===== src/rtl/arb_pkg.sv =====
// Shared types and helpers for the eight-requester round-robin arbiter.
// The rotate helper lines the search origin up with bit 0 for a fixed-priority encode.
package arb_pkg;

  localparam int N_REQ = 8;
  localparam int IDX_W = 3;

  typedef enum logic {
    IDLE  = 1'b0,
    GRANT = 1'b1
  } state_t;

  // Rotate right by sh, so that bit sh of v lands at position 0.
  function automatic logic [N_REQ-1:0] rotr(input logic [N_REQ-1:0] v,
                                             input logic [IDX_W-1:0] sh);
    logic [2*N_REQ-1:0] dbl;
    dbl  = {v, v} >> sh;
    rotr = dbl[N_REQ-1:0];
  endfunction

endpackage


===== src/rtl/rr_pick.sv =====
// Combinational rotating priority encoder: rotate by ptr, pick the lowest set bit,
// then un-rotate. Bits cleared in mask never win.
module rr_pick
  import arb_pkg::*;
(
  input  logic [N_REQ-1:0] req,
  input  logic [IDX_W-1:0] ptr,
  input  logic [N_REQ-1:0] mask,
  output logic [IDX_W-1:0] idx,
  output logic             found
);

  logic [N_REQ-1:0] eligible;
  logic [N_REQ-1:0] rotated;
  logic [IDX_W-1:0] enc;

  assign eligible = req & mask;
  assign rotated  = rotr(eligible, ptr);
  assign found    = |eligible;

  // NOTE: every variable written in always_comb gets a default first; a path that
  // leaves one unassigned infers a latch.
  always_comb begin
    enc = '0;
    for (int i = N_REQ - 1; i >= 0; i--) begin
      if (rotated[i]) enc = IDX_W'(i);
    end
  end

  // The 3-bit add wraps modulo 8, which undoes the rotation.
  assign idx = enc + ptr;

endmodule


===== src/rtl/rr_req_arbiter.sv =====
// Eight-way round-robin arbiter with grant hold and a hold-limit that forces
// rotation when other requesters wait. All outputs are registered.
module rr_req_arbiter
  import arb_pkg::*;
#(
  parameter int MAX_HOLD = 16
) (
  input  logic             clk,
  input  logic             rst_n,
  input  logic [N_REQ-1:0] req,
  output logic [N_REQ-1:0] gnt,
  output logic [IDX_W-1:0] gnt_idx,
  output logic             gnt_valid
);

  localparam int CNT_W = $clog2(MAX_HOLD + 1);
  localparam logic [CNT_W-1:0] HOLD_MAX = CNT_W'(MAX_HOLD);
  localparam logic [CNT_W-1:0] HOLD_ONE = CNT_W'(1);

  state_t           state_q, state_d;
  logic [IDX_W-1:0] ptr_q, ptr_d;
  logic [CNT_W-1:0] hold_q, hold_d;
  logic [N_REQ-1:0] gnt_d;
  logic [IDX_W-1:0] idx_d;
  logic             valid_d;

  logic [IDX_W-1:0] pick_idx;
  logic             pick_found;
  logic             owner_req;
  logic             hold_sat;
  logic             load;
  logic             clear;

  // Masking the current owner excludes it on preemption; on release its request
  // is already low, and in IDLE gnt is zero, so one mask serves every case.
  rr_pick u_pick (
    .req   (req),
    .ptr   (ptr_q),
    .mask  (~gnt),
    .idx   (pick_idx),
    .found (pick_found)
  );

  assign owner_req = |(req & gnt);
  assign hold_sat  = (hold_q >= HOLD_MAX);

  // NOTE: sequential state uses non-blocking assignments so every register
  // samples the pre-edge values regardless of statement order.
  always_ff @(posedge clk or negedge rst_n) begin
    if (!rst_n) begin
      state_q   <= IDLE;
      ptr_q     <= '0;
      hold_q    <= '0;
      gnt       <= '0;
      gnt_idx   <= '0;
      gnt_valid <= 1'b0;
    end else begin
      state_q   <= state_d;
      ptr_q     <= ptr_d;
      hold_q    <= hold_d;
      gnt       <= gnt_d;
      gnt_idx   <= idx_d;
      gnt_valid <= valid_d;
    end
  end

  // Next-state: decide whether a new owner is loaded, the grant is cleared, or held.
  always_comb begin
    state_d = state_q;
    ptr_d   = ptr_q;
    hold_d  = hold_q;
    load    = 1'b0;
    clear   = 1'b0;
    unique case (state_q)
      IDLE: begin
        if (pick_found) begin
          state_d = GRANT;
          load    = 1'b1;
        end
      end
      GRANT: begin
        if (!owner_req) begin
          if (pick_found) begin
            load = 1'b1;
          end else begin
            state_d = IDLE;
            clear   = 1'b1;
          end
        end else if (hold_sat && pick_found) begin
          load = 1'b1;
        end else if (!hold_sat) begin
          hold_d = hold_q + HOLD_ONE;
        end
      end
      default: begin
        state_d = IDLE;
        clear   = 1'b1;
      end
    endcase
    if (load) begin
      hold_d = HOLD_ONE;
      ptr_d  = pick_idx + IDX_W'(1);
    end
    if (clear) hold_d = '0;
  end

  // Output: next values of the registered grant outputs, kept mutually consistent.
  always_comb begin
    gnt_d   = gnt;
    idx_d   = gnt_idx;
    valid_d = gnt_valid;
    if (load) begin
      gnt_d   = N_REQ'(1) << pick_idx;
      idx_d   = pick_idx;
      valid_d = 1'b1;
    end else if (clear) begin
      gnt_d   = '0;
      idx_d   = '0;
      valid_d = 1'b0;
    end
  end

endmodule


===== config.mk =====
export PLATFORM = sky130hd
export DESIGN_NAME = rr_req_arbiter
export DESIGN_NICKNAME = d
export VERILOG_FILES = /design/src/rtl/arb_pkg.sv /design/src/rtl/rr_pick.sv /design/src/rtl/rr_req_arbiter.sv
export SDC_FILE = /design/constraint.sdc
export NUM_CORES = 1
export LEC_CHECK = 0
export BUFFER_PORTS_ARGS = -buffer_cell sky130_fd_sc_hd__buf_2
export CAP_MARGIN = 20
export CORE_MARGIN = 1.5
export CORE_UTILIZATION = 58
export DETAILED_ROUTE_END_ITERATION = 10
export GPL_TIMING_DRIVEN = 0
export PLACE_DENSITY = 0.8
export RECOVER_POWER = 50
export SYNTH_ARGS = -nofsm -noshare
export SYNTH_HDL_FRONTEND = slang
export SYNTH_SLANG_ARGS = --single-unit

===== constraint.sdc =====
create_clock -name clk -period 5.3 [get_ports clk]
set_clock_uncertainty 0.15 [all_clocks]
set_input_delay 1.325 -clock clk [delete_from_list [all_inputs] [get_ports clk]]
set_output_delay 1.325 -clock clk [all_outputs]
set_load 0.05 [all_outputs]

==> results.md <==
* Post-route minimum period at 4660 ps
* Worst Setup End Kind: flop
* Mapped Cells at 177
* Maximum clock frequency at 215 MHz
* Worst slew pin tran at 1140 ps
* Critical path launch point type: primary input
* Sequential fraction of the synthesis area at 30.3%
* Initial antenna violation count at 0
* Final Cycle Share at 88.0%
* Distinct cells, synth at 46
* Share of layout cells above drive strength 1 at 19.8%
* Yosys warns at 0
* Worst Path Max Fanout at 5
* Port-buffer cells at 21
* DRC viols at 6
* Drt via density at 6.82
* Num rows at 19
* Synth Area in Compound Gates at 13.2%
* Synth Register Bits at 21
* Hold Vio Cnt, Final at 0
* Global Route Usage Sum at 27.0%
* Setup TNS at 0 ps
* Area Overhead vs Synth at 9.37%
* Most frequent cells in the layout: dfrtp_1, nand3_1, nand2_1, buf_2, clkbuf_1
* Xor-xnor portion of the synthesized cell area at 2.02%
* Slew headroom at 23.9%
* Adder-cell area share of the yosys netlist at 6.92%
* Routed Wire Length at 4.10 mm
* Post-CTS Resized at 0
* First-pass GRT wire length at 7.06 mm
* # setup viols final at 0
* Starting Density at 61.9%
* CTS root buffer: clkbuf_4
* Pins Over Slew Limit at 0
* Ant diodes at 0
* Failing checks: design-rule violations
* CTS tree: done
* H-tree levels at 1
* Largest family of logic cells by synthesized area: simple AND/OR/NAND/NOR gates
* Routed vias at 1,588
* Post-Syn Area at 1740 um^2
* Avg Cell Area, Syn at 9.80 um^2
* Worst-Skew Late Latency at 310 ps
* Fillers at 242
* Clock sinks at 21
* Post-DP HPWL at 3.15 mm
* Crit path DAT at 4720 ps
* Total CTS buffers at 3
* Placer's final routability congestion estimate at 0.898
* RSZ-0062 raised after global routing: false
* Largest net degree at the start of global routing at 22
* Area of the die at 3330 um^2
* Post-Synth Simple-Gate Area at 28.8%
* Post-Syn Nets at 196
* Hold crit path type: reg2reg
* CP Class: in2reg
* Max Cap Viol at 0
* Count of antenna-violating nets left after detailed routing at 0
* Share of synthesized registers carrying an async set or reset at 100%
* Top_reg_cell synth: dfrtp_1
* Remaining global-route overflow at 0
* Post-synth EDFFs at 0
* Post-CTS setup buffer count at 0
* CP Data Required Time at 5360 ps
* Mux cell area share after synthesis at 14.1%
* CTS Hold Bufs at 0
* Number of global-route vias before repair at 1,456
* DIE WIDTH at 57.7 um
* Leading cell type in the layout, fill and taps excluded: dfrtp_1
* Clock tree buffer depth at 2
* # IOs at 22
* Clock slew at reported path FFs at 120 ps
* Final Util at 67.7%
* Die extent in y at 57.7 um
* Drt first pass iters at 10
* Nets at 222
* DRT iter0 DRCs at 158
* Core area at 2810 um^2
* Status: finished with violations
* Wire per inst at 17.6 um
[Yosys cell counts (all sizes together), types with 4 or more instances]
master	count	area, um^2
a32o	4	40.0
and3	7	43.8
clkbuf	5	18.8
nor4bb	4	40.0
ha	8	100
nand3	17	90.1
buf	4	35.0
inv	6	22.5
o21ai	10	50.1
nand2	15	56.3
nor2	7	26.3
nand2b	10	62.6
dfrtp	21	526
mux2i	5	53.8
a22o	5	43.8
a22oi	6	45.0
mux4	6	135
mux2	5	56.3
[metal layers]
layer  wire length (um)  vias to the layer above  global-route usage (%)
met4                 93                        0                    7.64
met1               1820                      779                    40.9
met2               1890                       77                    41.2
met5                  0                        -                       0
li1                   -                      722                       -
met3                297                       10                    3.13
[cell type report]
cell class                      instances  area [um^2]  area share, %
Clock inverter                          1         5.00          0.264
Sequential cell                        21          526           27.7
Inverter                                7         26.3           1.38
Multi-Input combinational cell        140         1130           59.5
Clock buffer                            3         22.5           1.19
Timing Repair Buffer                   21         96.3           5.08
Tap cell                               31         38.8           2.04
Buffer                                  9         53.8           2.83
[through the flow]
| step | cell area [um^2] | hold WS, ps | instances | setup slack, ps |
|---|---|---|---|---|
| 2_1_floorplan | 1740 | 360 | 177 | 858 |
| 3_3_place_gp | 1880 | 329 | 229 | 437 |
| 3_5_place_dp | 1880 | 336 | 229 | 349 |
| 4_1_cts | 1910 | 375 | 233 | 655 |
| 5_1_grt | 1900 | 399 | 233 | 356 |
| 6_report | 1900 | 372 | 233 | 638 |
[final timing paths]
kind,to,startpoint,depth (start not counted),slack [ps]
max in group asynchronous,hold_q[4]$_DFFE_PN0P_,rst_n,1,3280
worst max-delay path,ptr_q[2]$_DFFE_PN0P_,req[1],15,640
worst min register to register,gnt_idx[2]$_DFFE_PN0P_,gnt_idx[2]$_DFFE_PN0P_,1,370
min in group asynchronous,gnt_idx[0]$_DFFE_PN0P_,rst_n,1,1050
worst max register to register,ptr_q[2]$_DFFE_PN0P_,ptr_q[0]$_DFFE_PN0P_,15,980
worst min-delay path,gnt_idx[2]$_DFFE_PN0P_,gnt_idx[2]$_DFFE_PN0P_,1,370
[cell families (layout without fill, tap and decap cells)]
logic type,Yosys count,in the layout
AND/OR/NAND/NOR,79,79
AO/OA/AOI/OAI,32,32
flip-flops,21,21
multiplexers,16,16
buffers and inverters,16,41
adder cells (fa/ha/maj),9,9
XOR/XNOR,4,4
[registers in the layout, indices dropped and copies added (netlist names)]
signal / cells
state_q: 1
ptr_q: 3
hold_q: 5
gnt_valid: 1
gnt_idx: 3
gnt: 8
[worst max-delay path, stage by stage]
cell and delay (ps):
buf_2 100, nor4b_1 500, nor4_4 70, mux2i_2 270, nand2b_1 100, a211o_1 300
a31oi_1 220, ha_1 180, inv_1 50, fa_1 410, xor2_1 340, o21ai_0 190
and2_1 180, ha_1 250, mux2_2 260
Power is left out: the tool's default activity adds up to more than one toggle a clock period on the data nets, which glitch-free logic cannot reach.
